## src/rtl/io_uart.sv

```systemverilog
// rtl/io_uart.sv - memory-mapped 8N1 UART for the j1 IO bus
// RX FIFO, single-byte transmitter, sticky error flags, level interrupt.
module io_uart #(
  parameter int          CLKS_PER_BIT = 104,
  parameter int          FIFO_LOG2    = 3,
  parameter logic [15:0] ADDR_DATA    = 16'h1000,
  parameter logic [15:0] ADDR_STAT    = 16'h2000,
  parameter logic [15:0] ADDR_CTRL    = 16'h4000
) (
  input  logic        clk,
  input  logic        reset,
  input  logic        io_rd,
  input  logic        io_wr,
  input  logic [15:0] io_addr,
  input  logic [15:0] io_dout,
  output logic [15:0] io_din,
  input  logic        uart_rx,
  output logic        uart_tx,
  output logic        interrupt_request
);

  localparam int DEPTH = 1 << FIFO_LOG2;
  localparam int CW    = $clog2(CLKS_PER_BIT);
  localparam logic [CW-1:0] C_LAST      = CW'(CLKS_PER_BIT - 1);
  localparam logic [CW-1:0] C_HALF_LAST = CW'(CLKS_PER_BIT / 2 - 1);

  typedef enum logic [1:0] {TX_IDLE, TX_START, TX_DATA, TX_STOP} tx_state_t;
  typedef enum logic [1:0] {RX_IDLE, RX_START, RX_DATA, RX_STOP} rx_state_t;

  logic w_sel_data, w_sel_stat, w_sel_ctrl;
  logic w_data_wr, w_stat_wr, w_tx_busy;
  logic w_empty, w_full, w_pop, w_push_ok;
  logic w_rx_stop_smp, w_rx_push, w_rx_ferr;
  logic [FIFO_LOG2:0] w_count;
  logic [7:0] w_head;

  logic [7:0]         r_mem [DEPTH];
  logic [FIFO_LOG2:0] r_wp, r_rp;
  logic               r_overrun, r_frame_err, r_irq;
  logic [1:0]         r_ctrl;

  tx_state_t          r_tx_state;
  logic [CW-1:0]      r_tx_cnt;
  logic [2:0]         r_tx_bit;
  logic [7:0]         r_tx_shift;
  logic               r_tx;

  rx_state_t          r_rx_state;
  logic [1:0]         r_rx_sync;
  logic [CW-1:0]      r_rx_cnt;
  logic [2:0]         r_rx_bit;
  logic [7:0]         r_rx_shift;
  logic               r_rx_hold;

  assign w_sel_data = (io_addr == ADDR_DATA);
  assign w_sel_stat = (io_addr == ADDR_STAT);
  assign w_sel_ctrl = (io_addr == ADDR_CTRL);
  assign w_tx_busy  = (r_tx_state != TX_IDLE);
  assign w_data_wr  = io_wr & w_sel_data & ~w_tx_busy;
  assign w_stat_wr  = io_wr & w_sel_stat;

  assign w_count   = r_wp - r_rp;
  assign w_empty   = (r_wp == r_rp);
  assign w_full    = (w_count == (FIFO_LOG2 + 1)'(DEPTH));
  assign w_head    = r_mem[r_rp[FIFO_LOG2-1:0]];
  assign w_pop     = io_rd & w_sel_data & ~w_empty;
  assign w_push_ok = w_rx_push & (~w_full | w_pop);

  assign w_rx_stop_smp = (r_rx_state == RX_STOP) && (r_rx_cnt == C_LAST);
  assign w_rx_push     = w_rx_stop_smp & r_rx_sync[1];
  assign w_rx_ferr     = w_rx_stop_smp & ~r_rx_sync[1];

  assign uart_tx           = r_tx;
  assign interrupt_request = r_irq;

  always_comb begin
    io_din = 16'h0000;
    if (w_sel_data && !w_empty) io_din = {8'h00, w_head};
    else if (w_sel_stat)        io_din = {11'b0, r_frame_err, r_overrun, w_full, ~w_empty, w_tx_busy};
    else if (w_sel_ctrl)        io_din = {14'b0, r_ctrl};
  end

  always_ff @(posedge clk) begin
    if (w_push_ok) r_mem[r_wp[FIFO_LOG2-1:0]] <= r_rx_shift;
  end

  // Push into a full FIFO succeeds only when a pop frees a slot in the same cycle.
  always_ff @(posedge clk or posedge reset) begin
    if (reset) begin
      r_wp        <= '0;
      r_rp        <= '0;
      r_overrun   <= 1'b0;
      r_frame_err <= 1'b0;
      r_ctrl      <= 2'b00;
      r_irq       <= 1'b0;
    end else begin
      if (w_push_ok) r_wp <= r_wp + (FIFO_LOG2 + 1)'(1);
      if (w_pop)     r_rp <= r_rp + (FIFO_LOG2 + 1)'(1);
      if (w_rx_push && w_full && !w_pop) r_overrun <= 1'b1;
      else if (w_stat_wr && io_dout[3])  r_overrun <= 1'b0;
      if (w_rx_ferr)                     r_frame_err <= 1'b1;
      else if (w_stat_wr && io_dout[4])  r_frame_err <= 1'b0;
      if (io_wr && w_sel_ctrl) r_ctrl <= io_dout[1:0];
      r_irq <= (r_ctrl[0] & ~w_empty) | (r_ctrl[1] & ~w_tx_busy);
    end
  end

  always_ff @(posedge clk or posedge reset) begin
    if (reset) begin
      r_tx_state <= TX_IDLE;
      r_tx_cnt   <= '0;
      r_tx_bit   <= 3'd0;
      r_tx_shift <= 8'h00;
      r_tx       <= 1'b1;
    end else begin
      case (r_tx_state)
        TX_IDLE: begin
          r_tx     <= 1'b1;
          r_tx_cnt <= '0;
          r_tx_bit <= 3'd0;
          if (w_data_wr) begin
            r_tx_shift <= io_dout[7:0];
            r_tx       <= 1'b0;
            r_tx_state <= TX_START;
          end
        end
        TX_START: begin
          if (r_tx_cnt == C_LAST) begin
            r_tx_cnt   <= '0;
            r_tx       <= r_tx_shift[0];
            r_tx_state <= TX_DATA;
          end else r_tx_cnt <= r_tx_cnt + CW'(1);
        end
        TX_DATA: begin
          if (r_tx_cnt == C_LAST) begin
            r_tx_cnt <= '0;
            if (r_tx_bit == 3'd7) begin
              r_tx       <= 1'b1;
              r_tx_state <= TX_STOP;
            end else begin
              r_tx_bit   <= r_tx_bit + 3'd1;
              r_tx_shift <= {1'b0, r_tx_shift[7:1]};
              r_tx       <= r_tx_shift[1];
            end
          end else r_tx_cnt <= r_tx_cnt + CW'(1);
        end
        TX_STOP: begin
          if (r_tx_cnt == C_LAST) r_tx_state <= TX_IDLE;
          else                    r_tx_cnt   <= r_tx_cnt + CW'(1);
        end
        default: r_tx_state <= TX_IDLE;
      endcase
    end
  end

  // After a framing error the line may still be low; r_rx_hold blocks a bogus restart.
  always_ff @(posedge clk or posedge reset) begin
    if (reset) begin
      r_rx_sync  <= 2'b11;
      r_rx_state <= RX_IDLE;
      r_rx_cnt   <= '0;
      r_rx_bit   <= 3'd0;
      r_rx_shift <= 8'h00;
      r_rx_hold  <= 1'b0;
    end else begin
      r_rx_sync <= {r_rx_sync[0], uart_rx};
      case (r_rx_state)
        RX_IDLE: begin
          r_rx_cnt <= '0;
          r_rx_bit <= 3'd0;
          if (r_rx_hold) begin
            if (r_rx_sync[1]) r_rx_hold <= 1'b0;
          end else if (!r_rx_sync[1]) r_rx_state <= RX_START;
        end
        RX_START: begin
          if (r_rx_cnt == C_HALF_LAST) begin
            r_rx_cnt   <= '0;
            r_rx_state <= r_rx_sync[1] ? RX_IDLE : RX_DATA;
          end else r_rx_cnt <= r_rx_cnt + CW'(1);
        end
        RX_DATA: begin
          if (r_rx_cnt == C_LAST) begin
            r_rx_cnt   <= '0;
            r_rx_shift <= {r_rx_sync[1], r_rx_shift[7:1]};
            if (r_rx_bit == 3'd7) r_rx_state <= RX_STOP;
            else                  r_rx_bit   <= r_rx_bit + 3'd1;
          end else r_rx_cnt <= r_rx_cnt + CW'(1);
        end
        RX_STOP: begin
          if (r_rx_cnt == C_LAST) begin
            r_rx_cnt   <= '0;
            r_rx_state <= RX_IDLE;
            if (!r_rx_sync[1]) r_rx_hold <= 1'b1;
          end else r_rx_cnt <= r_rx_cnt + CW'(1);
        end
        default: r_rx_state <= RX_IDLE;
      endcase
    end
  end

endmodule

```

## config.mk

```make
export PLATFORM = sky130hd
export DESIGN_NAME = io_uart
export DESIGN_NICKNAME = d
export VERILOG_FILES = /design/src/rtl/io_uart.sv
export SDC_FILE = /design/constraint.sdc
export NUM_CORES = 1
export LEC_CHECK = 0
export BUFFER_PORTS_ARGS = -buffer_cell sky130_fd_sc_hd__buf_2
export CORE_MARGIN = 4
export CORE_UTILIZATION = 49
export CTS_CLUSTER_SIZE = 16
export DETAILED_ROUTE_END_ITERATION = 7
export HOLD_SLACK_MARGIN = 0.1
export PLACE_DENSITY = 0.66
export SETUP_SLACK_MARGIN = 0.2
export SLEW_MARGIN = 40
export SYNTH_ARGS = -nofsm -noshare
export SYNTH_HDL_FRONTEND = slang
export SYNTH_SLANG_ARGS = --single-unit
export TNS_END_PERCENT = 50
```

## constraint.sdc

```tcl
create_clock -name clk -period 8.9 [get_ports clk]
set_clock_uncertainty 0.1 [all_clocks]
set_input_delay 1.335 -clock clk [delete_from_list [all_inputs] [get_ports clk]]
set_output_delay 1.335 -clock clk [all_outputs]
set_load 0.05 [all_outputs]
```

=== Word-level counts from Yosys, hierarchy flattened ===
Memory sizes are Yosys's and may differ from the RTL's.
Cells that the tools add are included.

* Bits of input ports: 37
* Memories kept: 1
* Bits in writable memories: 64
* Flip-flop bits (word level): 57
* Output and inout bits: 18

* Eq/ne operators: 31
* Bitwise logic cells: 16
* Mux-type cells: 49
* Reduce and logical (&&, ||, !) cells: 28
* Add/sub/neg operators: 7

{| class="wikitable"
|+ Memories
! memory !! words !! bits a word !! read ports !! clocked after memory_dff !! wr ports !! RTL line !! source
|-
| r_mem || 8 || 8 || 1 || 0 || 1 || 37 || <nowiki>logic [7:0] r_mem [DEPTH];</nowiki>
|}

{| class="wikitable"
|+ Operator list
! operator !! count
|-
| $pmux 7 s3 || 2
|-
| $mux 8 || 4
|-
| $mux 7 || 4
|-
| $ne 2x2->1 const B || 14
|-
| $mux 2 || 13
|-
| $eq 16x13->1 const B || 1
|-
| $eq 16x14->1 const B || 1
|-
| $eq 16x15->1 const B || 1
|-
| $pmux 2 s4 || 2
|-
| $pmux 8 s2 || 1
|-
| $add 7x1->7 const B || 2
|-
| $eq 7x7->1 const B || 2
|-
| $mux 1 || 14
|-
| $mux 3 || 4
|-
| $pmux 3 s2 || 2
|-
| $reduce_and 3->1 || 4
|-
| $reduce_bool 2->1 || 6
|-
| $and 1x1->1 || 10
|-
| $add 4x1->4 const B || 2
|-
| $eq 2x2->1 const B || 4
|-
| $eq 7x6->1 const B || 1
|-
| $logic_and 1x1->1 || 7
|-
| $add 3x1->3 const B || 2
|-
| $eq 3x3->1 const B || 2
|-
| other kinds (18) || 26
|}

=== Logic depth before layout (Yosys ltp) ===
* Depth after elaboration: 7
* Depth in mapped cells: 10
* Mapped depth without buffers: 7

=== Worst setup path after synthesis ===
No wires, ideal clock.

* Kind: input -> output
* From: in io_addr[13]
* To: out io_din[1]
* Arrival: 3.183 ns
* Cell stages on the path: 4
* Slack: 4.282 ns
* Required time: 7.465 ns
* Path through: nor4b_1 > and4_1 > nand2_1 > o21ai_0

* Cells in the longest elaborated chain, start to end: 4
* Elaborated cells on any way between the ends: 7
* Classes of those cells: eq/ne (3); mux (3); reduce/logical (1)

{| class="wikitable"
|+ Ends and longest elaborated chain
! item !! RTL line !! source
|-
| start: declaration || 14 || <nowiki>input logic [15:0] io_addr,</nowiki>
|-
| $eq 16x15->1 || 57 || <nowiki>assign w_sel_ctrl = (io_addr == ADDR_CTRL);</nowiki>
|-
| $mux 2 || 80 || <nowiki>else if (w_sel_ctrl) io_din = {14'b0, r_ctrl};</nowiki>
|-
| $mux 5 || 79 || <nowiki>else if (w_sel_stat) io_din = {11'b0, r_frame_err, r_overrun, w_full, ~w_empty, w_tx_busy};</nowiki>
|-
| $mux 8 * || 78 || <nowiki>if (w_sel_data && !w_empty) io_din = {8'h00, w_head};</nowiki>
|-
| end: declaration || 16 || <nowiki>output logic [15:0] io_din,</nowiki>
|}

Every way passes the cells marked *; elsewhere a longest branch is shown, timed or not.

=== Final worst setup path ===
* From: in io_addr[13]
* To: out io_din[6]

* Cells in the longest elaborated chain, start to end: 3

{| class="wikitable"
|+ Ends and longest elaborated chain
! item !! RTL line !! source
|-
| $eq 16x13->1 || 55 || <nowiki>assign w_sel_data = (io_addr == ADDR_DATA);</nowiki>
|-
| $logic_and 1x1->1 || 78 ||
|-
| $mux 8 || 78 ||
|}

Every way passes these cells.

==> flow_summary.ini <==
[run_status]
status = complete, no violations

[logic_synthesis]
synthCells = 391
synth_xor_xnor_area_share_pct = 2.79
synth_compound_area_share_pct = 6.60
synth_seq_area_share_pct = 60.3
postSynth.asyncResetShare_pct = 47.1
muxShareOfSynthArea_pct = 14.1
yosys.area_share.simple_pct = 9.82
synth_warnings = 0
synthAdderAreaFrac_pct = 3.60
synth_edf_count = 64
synth.distinct_cells = 57
synth_area_um2 = 5560
synth-main-ff-cell = edfxtp_1
avgSynthCellArea_um2 = 14.2
synth_top_area_share_pct = 34.6
ys_ff_latch = 121
synth_top_cell_by_area = edfxtp_1
synth_area_leaders = edfxtp_1 (35%), dfrtp_1 (24%), mux4_2 (6.5%), mux2_2 (6.3%), ha_1 (3.6%)
synth_top_family_by_area = multiplexers

[timing]
setup_viol = 0
maxSlewHeadroom_pct = 50.8
maxSlewViolCount = 0
rsz0062_at_grt = no
final.period_utilization_pct = 50.6
finalHoldViolCount = 0
worstMarginPinSlew_ns = 0.735
period_needed_ns = 4.51
fmax_mhz = 222
tns_ns = 0

[setup_path]
required_ns = 7.47
slowest_stage = nor4b_1
worstSetupStartpoint = io_addr[13]
rr_startpoint = r_rp[1]$_DFFE_PP0P_
end_kind = output port
startpoint_type = primary input
max_stage_delay_ns = 0.49
crit_path_end = io_din[6]
path_cells = buf_2, nor4b_1, and4_1, nand2_1, a21oi_1, buf_2
cpMostUsedCell = buf_2
r2r-end = r_mem[2][5]$_DFFE_PP_
reg2reg_slack_ns = 5.67
worstSetupPathType = primary input to output port
cp_data_arrival_time_ns = 3.07
reg2regPathDepth = 8
crit_fanout = 8

[placed_design]
port_buffers = 38
gp_congestion = 0.791
dp.cells = 561
place_area_um2 = 5940
place.detailed.hpwl_mm = 6.92

[finish]
fillCellCount = 825
layout.cells.non_filler = 594
multiInputGateArea_um2 = 2130
syn2layout_area_growth_pct = 17.8
mostFrequentLayoutCell = edfxtp_1
nets = 494
regArea_um2 = 3350
drive_above_1_share_pct = 31.1
fin_area_um2 = 6550
final_cell_mix = edfxtp_1 (64), dfrtp_1 (53), buf_2 (38)
diodes = 0
final_util_pct = 59.6

[global_route]
globalRouteTotalUtil_pct = 17.8
grt_pass1_wl_mm = 17.5
antenna_found_initial = 0
grt-ovfl-total = 0
grt_max_degree = 58
first_global_vias = 3412

[floorplan]
die_h_um = 115
core_region_area_um2 = 11000
dieArea_um2 = 13100
floorplan.rows = 38
start_util_pct = 50.6
die-width_um = 115
ios = 55

[detailed_routing]
wl_per_cell_um = 17.7
route.detailed.drc = 0
ant_nets = 0
drt_iter0_markers = 184
wl_mm = 10.5
route.vias.total = 3361
avgViaCountPerCell = 5.66
drtPass1Iterations = 5

[worst_hold_path]
hp-class = flop to flop

[clocking]
cts-buffers-inserted = 17
clockRootBuffer = clkbuf_16
clkLatencyLatePin_ns = 0.41
holdBufCountCts = 0
ctsResizeCount = 0
cts_tree = built
clk_pin_slew_ns = 0.05
cts_setup_buffers = 0
cts_max_level = 4
clk_path_buf_depth = 2
cts_sinks = 121

[pwr]
peakVddDrop_uv = 155
p_per_area_nw_per_um2 = 238
p_leak_nw = 2.80

[run]
max_cap_violations = 0
## worst max-delay path: cells and delay by family
family / cells / cell delay [ns]
buffers and inverters: 2 / 0.42
and+or+nand+nor: 3 / 1.00
AOI/OAI and AO/OA: 1 / 0.31
## final cells by class
type | count | area share [%]
multi-input cells | 246 | 32.6
clock buffers | 21 | 7.18
repair buffers | 46 | 4.01
well taps | 140 | 2.67
flip-flops and latches | 121 | 51.2
inverters | 9 | 0.516
clock inverters | 11 | 1.85
## registers in the layout (all words and copies together) (netlist names), 3 cells and up, named ones only
signal	cells
r_tx_bit	3
r_tx_cnt	7
r_rx_cnt	7
r_mem	64
r_tx_shift	8
r_rx_shift	8
r_rp	4
r_wp	4
r_rx_bit	3
## stage by stage
step	power [mW]	hold WS, ns	setup WS, ns
2_1_floorplan	0.851	0.245	4.28
3_3_place_gp	0.890	0.246	4.37
3_5_place_dp	0.895	0.247	4.42
4_1_cts	1.57	0.255	4.34
5_1_grt	1.63	0.264	4.28
6_report	1.56	0.253	4.39
## cell families after synthesis
| logic type | count (synthesis) |
|---|---|
| AOI/OAI and AO/OA | 50 |
| other | 1 |
| buffers and inverters | 31 |
| adders and majority gates | 16 |
| muxes | 54 |
| DFF | 121 |
| and+or+nand+nor | 102 |
| xor gates and xnor gates | 16 |
## power breakdown
group          internal [mW]  total [mW]  switching, mW
clock                  0.433       0.671          0.238
combinational          0.118       0.247          0.129
sequential             0.620       0.639         0.0192
## routing by layer
layer | global-route usage, % | wire [um] | up-vias | share of wire [%]
li1 | - | - | 1573 | -
met1 | 23.5 | 4620 | 1683 | 44
met2 | 27.2 | 5030 | 87 | 48
met3 | 5.23 | 626 | 18 | 6.0
met4 | 8.08 | 214 | 0 | 2.0
met5 | 0 | 0 | - | 0
## synthesized netlist by cell type (all sizes together) (4+ instances only)
master	n
nor2	24
a22o	7
nor4b	5
nor4	5
nor3	10
nor2b	5
xnor2	7
mux2	32
mux2i	6
clkbuf	10
inv	9
buf	12
a21oi	12
xor2	8
edfxtp	64
and3	4
o21ai	11
nand3	7
dfrtp	54
mux4	16
nand2	21
ha	16
## worst min path at each step
stage                                start                endpoint  slack [ns]  depth (start not counted)
global route        r_rx_sync[0]$_DFF_PP1_  r_rx_sync[1]$_DFF_PP1_        0.26                          0
floorplan           r_rx_sync[0]$_DFF_PP1_  r_rx_sync[1]$_DFF_PP1_        0.25                          0
finish              r_rx_sync[0]$_DFF_PP1_  r_rx_sync[1]$_DFF_PP1_        0.25                          0
detailed placement  r_rx_sync[0]$_DFF_PP1_  r_rx_sync[1]$_DFF_PP1_        0.25                          0
global placement    r_rx_sync[0]$_DFF_PP1_  r_rx_sync[1]$_DFF_PP1_        0.25                          0
CTS                 r_rx_sync[0]$_DFF_PP1_  r_rx_sync[1]$_DFF_PP1_        0.26                          0
No activity file was read; power rests on OpenSTA's default activity.
